File: config.mk
export PLATFORM = sky130hd
export DESIGN_NAME = branch_hazard_controller
export DESIGN_NICKNAME = d
export VERILOG_FILES = /design/src/rtl/branch_hazard_controller_pkg.sv /design/src/rtl/branch_hazard_controller_sat_counter.sv /design/src/rtl/branch_hazard_controller.sv
export SDC_FILE = /design/constraint.sdc
export NUM_CORES = 1
export LEC_CHECK = 0
export ABC_AREA = 1
export CAP_MARGIN = 20
export CORE_ASPECT_RATIO = 1.4
export CORE_MARGIN = 2
export CORE_UTILIZATION = 45
export DETAILED_ROUTE_END_ITERATION = 10
export PLACE_DENSITY = 0.73
export SYNTH_ARGS = -nofsm -noshare
export SYNTH_HDL_FRONTEND = slang
export SYNTH_SLANG_ARGS = --single-unit
File: constraint.sdc
create_clock -name clk -period 3.8 [get_ports clk]
set_clock_uncertainty 0.05 [all_clocks]
set_input_delay 0.38 -clock clk [delete_from_list [all_inputs] [get_ports clk]]
set_output_delay 0.38 -clock clk [all_outputs]
set_load 0.02 [all_outputs]
File: src/rtl/branch_hazard_controller_pkg.sv
// Shared encodings and helpers for the ID-stage branch hazard controller.
// Covers branch kinds, comparator forward selects, FSM states and the producer match.
package branch_hazard_controller_pkg;

    localparam logic [1:0] BR_NONE   = 2'b00;
    localparam logic [1:0] BR_BEQ    = 2'b01;
    localparam logic [1:0] BR_BNE    = 2'b10;

    localparam logic [1:0] FWD_RF    = 2'b00;
    localparam logic [1:0] FWD_EXMEM = 2'b01;
    localparam logic [1:0] FWD_MEMWB = 2'b10;

    typedef enum logic {
        ST_RUN   = 1'b0,
        ST_STALL = 1'b1
    } state_t;

    // A producer hits a source operand only if it really writes a nonzero register the consumer reads.
    function automatic logic reg_match(input logic we, input logic [4:0] rd,
                                       input logic [4:0] src, input logic uses);
        return we && (rd != 5'd0) && (rd == src) && uses;
    endfunction

    // EX/MEM wins over MEM/WB as it is younger, but a load in EX/MEM has no data yet.
    function automatic logic [1:0] fwd_sel(input logic exm_hit, input logic exm_load,
                                           input logic wb_hit);
        if (exm_hit && !exm_load) return FWD_EXMEM;
        if (wb_hit)               return FWD_MEMWB;
        return FWD_RF;
    endfunction

endpackage

File: src/rtl/branch_hazard_controller_sat_counter.sv
// Saturating up-counter with synchronous active-high reset.
module sat_counter #(
    parameter int WIDTH = 32
) (
    input  logic             clk,
    input  logic             reset,
    input  logic             inc,
    output logic [WIDTH-1:0] count
);

    localparam logic [WIDTH-1:0] ONE = WIDTH'(1);

    always_ff @(posedge clk) begin
        if (reset)
            count <= '0;
        else if (inc && (count != '1))
            count <= count + ONE;
    end

endmodule

File: src/rtl/branch_hazard_controller.sv
// Stall/flush sequencing and comparator forwarding for branches resolved in ID.
// A RUN/STALL FSM with a small remaining-cycle counter holds PC and IF/ID.
module branch_hazard_controller
    import branch_hazard_controller_pkg::*;
#(
    parameter int CNT_W = 32
) (
    input  logic             clk,
    input  logic             reset,
    input  logic [1:0]       ID_Branch,
    input  logic             ID_UsesRs,
    input  logic             ID_UsesRt,
    input  logic [4:0]       ID_rs,
    input  logic [4:0]       ID_rt,
    input  logic             ID_EX_RegWrite,
    input  logic             ID_EX_MemRead,
    input  logic [4:0]       ID_EX_rd,
    input  logic             EX_MEM_RegWrite,
    input  logic             EX_MEM_MemRead,
    input  logic [4:0]       EX_MEM_rd,
    input  logic             MEM_WB_RegWrite,
    input  logic [4:0]       MEM_WB_rd,
    input  logic             BranchTaken,
    output logic             PCWrite,
    output logic             IF_ID_Write,
    output logic             ID_EX_Bubble,
    output logic             IF_ID_Flush,
    output logic [1:0]       BrFwdA,
    output logic [1:0]       BrFwdB,
    output logic [CNT_W-1:0] StallCount,
    output logic [CNT_W-1:0] FlushCount
);

    state_t     state_q, state_d;
    logic [1:0] rem_q, rem_d;

    logic       is_branch;
    logic       idex_rs, idex_rt, exm_rs, exm_rt, wb_rs, wb_rt;
    logic       idex_hit, idex_load_hit, exm_load_hit;
    logic [1:0] need_n;

    always_comb begin
        is_branch = (ID_Branch == BR_BEQ) || (ID_Branch == BR_BNE);
        idex_rs   = reg_match(ID_EX_RegWrite,  ID_EX_rd,  ID_rs, ID_UsesRs);
        idex_rt   = reg_match(ID_EX_RegWrite,  ID_EX_rd,  ID_rt, ID_UsesRt);
        exm_rs    = reg_match(EX_MEM_RegWrite, EX_MEM_rd, ID_rs, ID_UsesRs);
        exm_rt    = reg_match(EX_MEM_RegWrite, EX_MEM_rd, ID_rt, ID_UsesRt);
        wb_rs     = reg_match(MEM_WB_RegWrite, MEM_WB_rd, ID_rs, ID_UsesRs);
        wb_rt     = reg_match(MEM_WB_RegWrite, MEM_WB_rd, ID_rt, ID_UsesRt);

        idex_hit      = idex_rs || idex_rt;
        idex_load_hit = idex_hit && ID_EX_MemRead;
        exm_load_hit  = (exm_rs || exm_rt) && EX_MEM_MemRead;

        // Priority order matters: a load feeding a branch must wait for MEM/WB.
        need_n = 2'd0;
        if (is_branch && idex_load_hit)       need_n = 2'd2;
        else if (is_branch && idex_hit)       need_n = 2'd1;
        else if (is_branch && exm_load_hit)   need_n = 2'd1;
        else if (!is_branch && idex_load_hit) need_n = 2'd1;
    end

    always_ff @(posedge clk) begin
        if (reset) begin
            state_q <= ST_RUN;
            rem_q   <= 2'd0;
        end else begin
            state_q <= state_d;
            rem_q   <= rem_d;
        end
    end

    always_comb begin
        state_d      = state_q;
        rem_d        = rem_q;
        PCWrite      = 1'b0;
        IF_ID_Write  = 1'b0;
        ID_EX_Bubble = 1'b1;
        IF_ID_Flush  = 1'b0;
        if (!reset) begin
            case (state_q)
                ST_RUN: begin
                    if (need_n != 2'd0) begin
                        rem_d = need_n - 2'd1;
                        if (rem_d != 2'd0) state_d = ST_STALL;
                    end else begin
                        PCWrite      = 1'b1;
                        IF_ID_Write  = 1'b1;
                        ID_EX_Bubble = 1'b0;
                        IF_ID_Flush  = is_branch && BranchTaken;
                    end
                end
                ST_STALL: begin
                    rem_d = rem_q - 2'd1;
                    if (rem_d == 2'd0) state_d = ST_RUN;
                end
                default: state_d = ST_RUN;
            endcase
        end
    end

    always_comb begin
        BrFwdA = FWD_RF;
        BrFwdB = FWD_RF;
        if (!reset && is_branch) begin
            BrFwdA = fwd_sel(exm_rs, EX_MEM_MemRead, wb_rs);
            BrFwdB = fwd_sel(exm_rt, EX_MEM_MemRead, wb_rt);
        end
    end

    sat_counter #(.WIDTH(CNT_W)) u_stall_cnt (
        .clk   (clk),
        .reset (reset),
        .inc   (!PCWrite),
        .count (StallCount)
    );

    sat_counter #(.WIDTH(CNT_W)) u_flush_cnt (
        .clk   (clk),
        .reset (reset),
        .inc   (IF_ID_Flush),
        .count (FlushCount)
    );

endmodule

==> impl_metrics.tcl <==
set metrics [dict create \
    cpMaxStageDelayCell "clkdlybuf4s50_1" \
    synth.cell_area_um2 4840 \
    hp-start "reset" \
    cts_hold_buffers 0 \
    syn_nets 816 \
    setup_viol 0 \
    fin_area_um2 6320 \
    cts_setup_buffers 0 \
    core_um2 10400 \
    io_pins 109 \
    wl_per_cell_um 15.6 \
    path_common_cell "nand2_1" \
    crit_type "in2out" \
    fin_ws_ns 0.589 \
    cts_resized 0 \
    crit_chain "clkdlybuf4s50_1, inv_1, nand4_1, o21ai_0, inv_1, nand3_1, nand2_1, nand2_1, nand2_1, nor3_1, clkdlybuf4s50_1" \
    overflow 0 \
    first_pass_iters 7 \
    holdCritPathClass "in2reg" \
    period_share 0.845 \
    grt_pass1_vias 5313 \
    synth_edf_count 0 \
    io_buffers 108 \
    cpPeakStageDelay_ns 0.67 \
    die_h_um 127 \
    p_per_area_nw_per_um2 287 \
    synth_warnings 0 \
    synth_cell_types 39 \
    place.gp.congestion 0.957 \
    power_mw 1.81 \
    ys.flop_type "dfxtp_1" \
    cts_sinks 67 \
    rr_startpoint "u_stall_cnt.count[0]" \
    layout-drive-gt1-share 0.0478 \
    drc 0 \
    preCtsSetupSlack_ns 0.617 \
    finalHoldWorstSlack_ns 0.416 \
    dpl-instance-area_um2 5990 \
    die_w_um 91.7 \
    startpoint_type "primary input" \
    arrival_ns 2.78 \
    tritoncts "yes" \
    antenna_cells 0 \
    yosysSeqAreaShare 0.277 \
    cts_root_buf "clkbuf_16" \
    cts_buffers 9 \
    ys_ff_latch 67 \
    grt_max_degree 62 \
    critPathMaxFanout 4 \
    crit_path_start "ID_EX_rd[3]" \
    worst_pin_slew_ns 0.648 \
    critical_path_buf_inv_count 4 \
    avgSynthCellArea_um2 6.24 \
    grt_pass1_wl_mm 25.8 \
    crit_required_ns 3.37 \
    outcome "complete, no violations" \
    clkSlewWorstSetupHoldPaths_ns 0.06 \
    antenna_left 0 \
    grt_usage 0.275 \
    fmax_mhz 311 \
    vias_per_cell 5.43 \
    crit_family "buffers and inverters" \
    ir_drop_mv 0.225 \
    max_slew_margin 0.564 \
    hold_violations 0 \
    vias 5519 \
    antenna_found_initial 0 \
    fin_setup_tns_ns 0 \
    insertion_delay_ns 0.33 \
    async_reset_ff_frac 0 \
    start_util 0.465 \
    power_leakage_nw 2.32 \
    fin_nets 913 \
    placementRows 44 \
    drv_slew 0 \
    end_kind "primary output" \
    drt_wl_total_mm 15.9 \
    max-cap-violations 0 \
    period_minus_slack_ns 3.21 \
    synth_cells 776 \
    hpwl_mm 12.0 \
    die_area_um2 11600 \
    rsz0062_at_grt "no" \
    syn_to_final_growth_pct 30.5 \
    clk_path_buf_depth 2 \
    first_iter_violations 283 \
    htree_levels 3 \
]
-- power breakdown --
| part | internal, mW | total (mW) | switching, mW |
|---|---|---|---|
| Sequential | 0.707 | 0.713 | 0.00641 |
| Combinational | 0.0745 | 0.188 | 0.114 |
| Clock | 0.579 | 0.913 | 0.334 |
| Total | 1.36 | 1.81 | 0.454 |
-- per-layer routing --
| metal | vias up | share of wire | GRT usage |
|---|---|---|---|
| met3 | 38 | 0.044 | 0.0344 |
| met1 | 2563 | 0.39 | 0.315 |
| li1 | 2743 | - | - |
| met5 | - | 0 | 0 |
| met4 | 0 | 0.036 | 0.127 |
| met2 | 175 | 0.53 | 0.501 |
-- cells in the mapped netlist, types with 4 or more instances --
cell type	n	area (µm²)
xor2_1	47	412
nand2_1	218	818
nor4_1	11	68.8
buf_4	4	30.0
nand4_1	45	282
xnor2_1	11	96.3
a21oi_1	62	310
inv_2	4	15.0
clkbuf_1	16	60.1
nand3b_1	6	45.0
nor3_1	30	150
buf_2	4	20.0
nor2_1	78	293
nand3_1	51	255
dfxtp_1	67	1340
o21ai_0	5	25.0
inv_1	81	304
-- path summary, 6_finish.rpt --
kind	cells past startpoint	slack (ns)	to
min reg2reg	2	0.42	rem_q[1]
min	4	0.42	u_stall_cnt.count[28]
max	11	0.59	IF_ID_Flush
max reg2reg	13	1.07	u_stall_cnt.count[26]
-- worst reg2reg max path, delay by kind of cell (launching register included) --
kind | cells | cell delay (ns)
AO/OA/AOI/OAI | 1 | 0.16
adder cells (fa/ha/maj) | 1 | 0.25
flip-flops | 1 | 0.45
AND/OR/NAND/NOR | 11 | 1.74
-- registers in the layout (all words and copies together) (netlist names) --
signal / flops
u_stall_cnt.count: 32
rem_q: 2
state_q: 1
u_flush_cnt.count: 32
-- cells in the final DEF, fill, tap and decap left out, types with 4 or more instances in the layout --
master,count
nand2_1,218
clkdlybuf4s50_1,107
inv_1,81
nor2_1,77
dfxtp_1,67
a21oi_1,61
nand3_1,51
xor2_1,47
nand4_1,45
nor3_1,30
nor4_1,11
xnor2_1,11
clkbuf_16,9
nand3b_1,6
buf_4,6
o21ai_0,5
inv_2,4
-- per-stage QoR --
| step | util | std cells |
|---|---|---|
| 6_report | 0.607 | 1016 |
| 5_1_grt | 0.607 | 1016 |
| 4_1_cts | 0.607 | 1016 |
| 3_5_place_dp | 0.576 | 1000 |
| 3_3_place_gp | 0.576 | 1000 |
| 2_1_floorplan | - | 776 |
-- cells by family (layout without fill, tap and decap cells) --
kind of cell	Yosys count	in the layout	share of synthesized area
fa+ha+maj	3	3	0.00775
flops	67	67	0.277
simple gates	453	453	0.422
buf+inv	113	215	0.0964
xor+xnor	58	58	0.105
compound gates	82	82	0.0918
-- cell type report --
class                   instances  area (µm²)
fillers                      1020        4090
clock buffers                   9         225
clock inverters                 7        98.8
inverters                      85         319
multi-input cells             596        3040
well taps                     138         173
repair buffers                114        1120
flip-flops and latches         67        1340
Note: power is estimated with default switching activity, not from simulation.
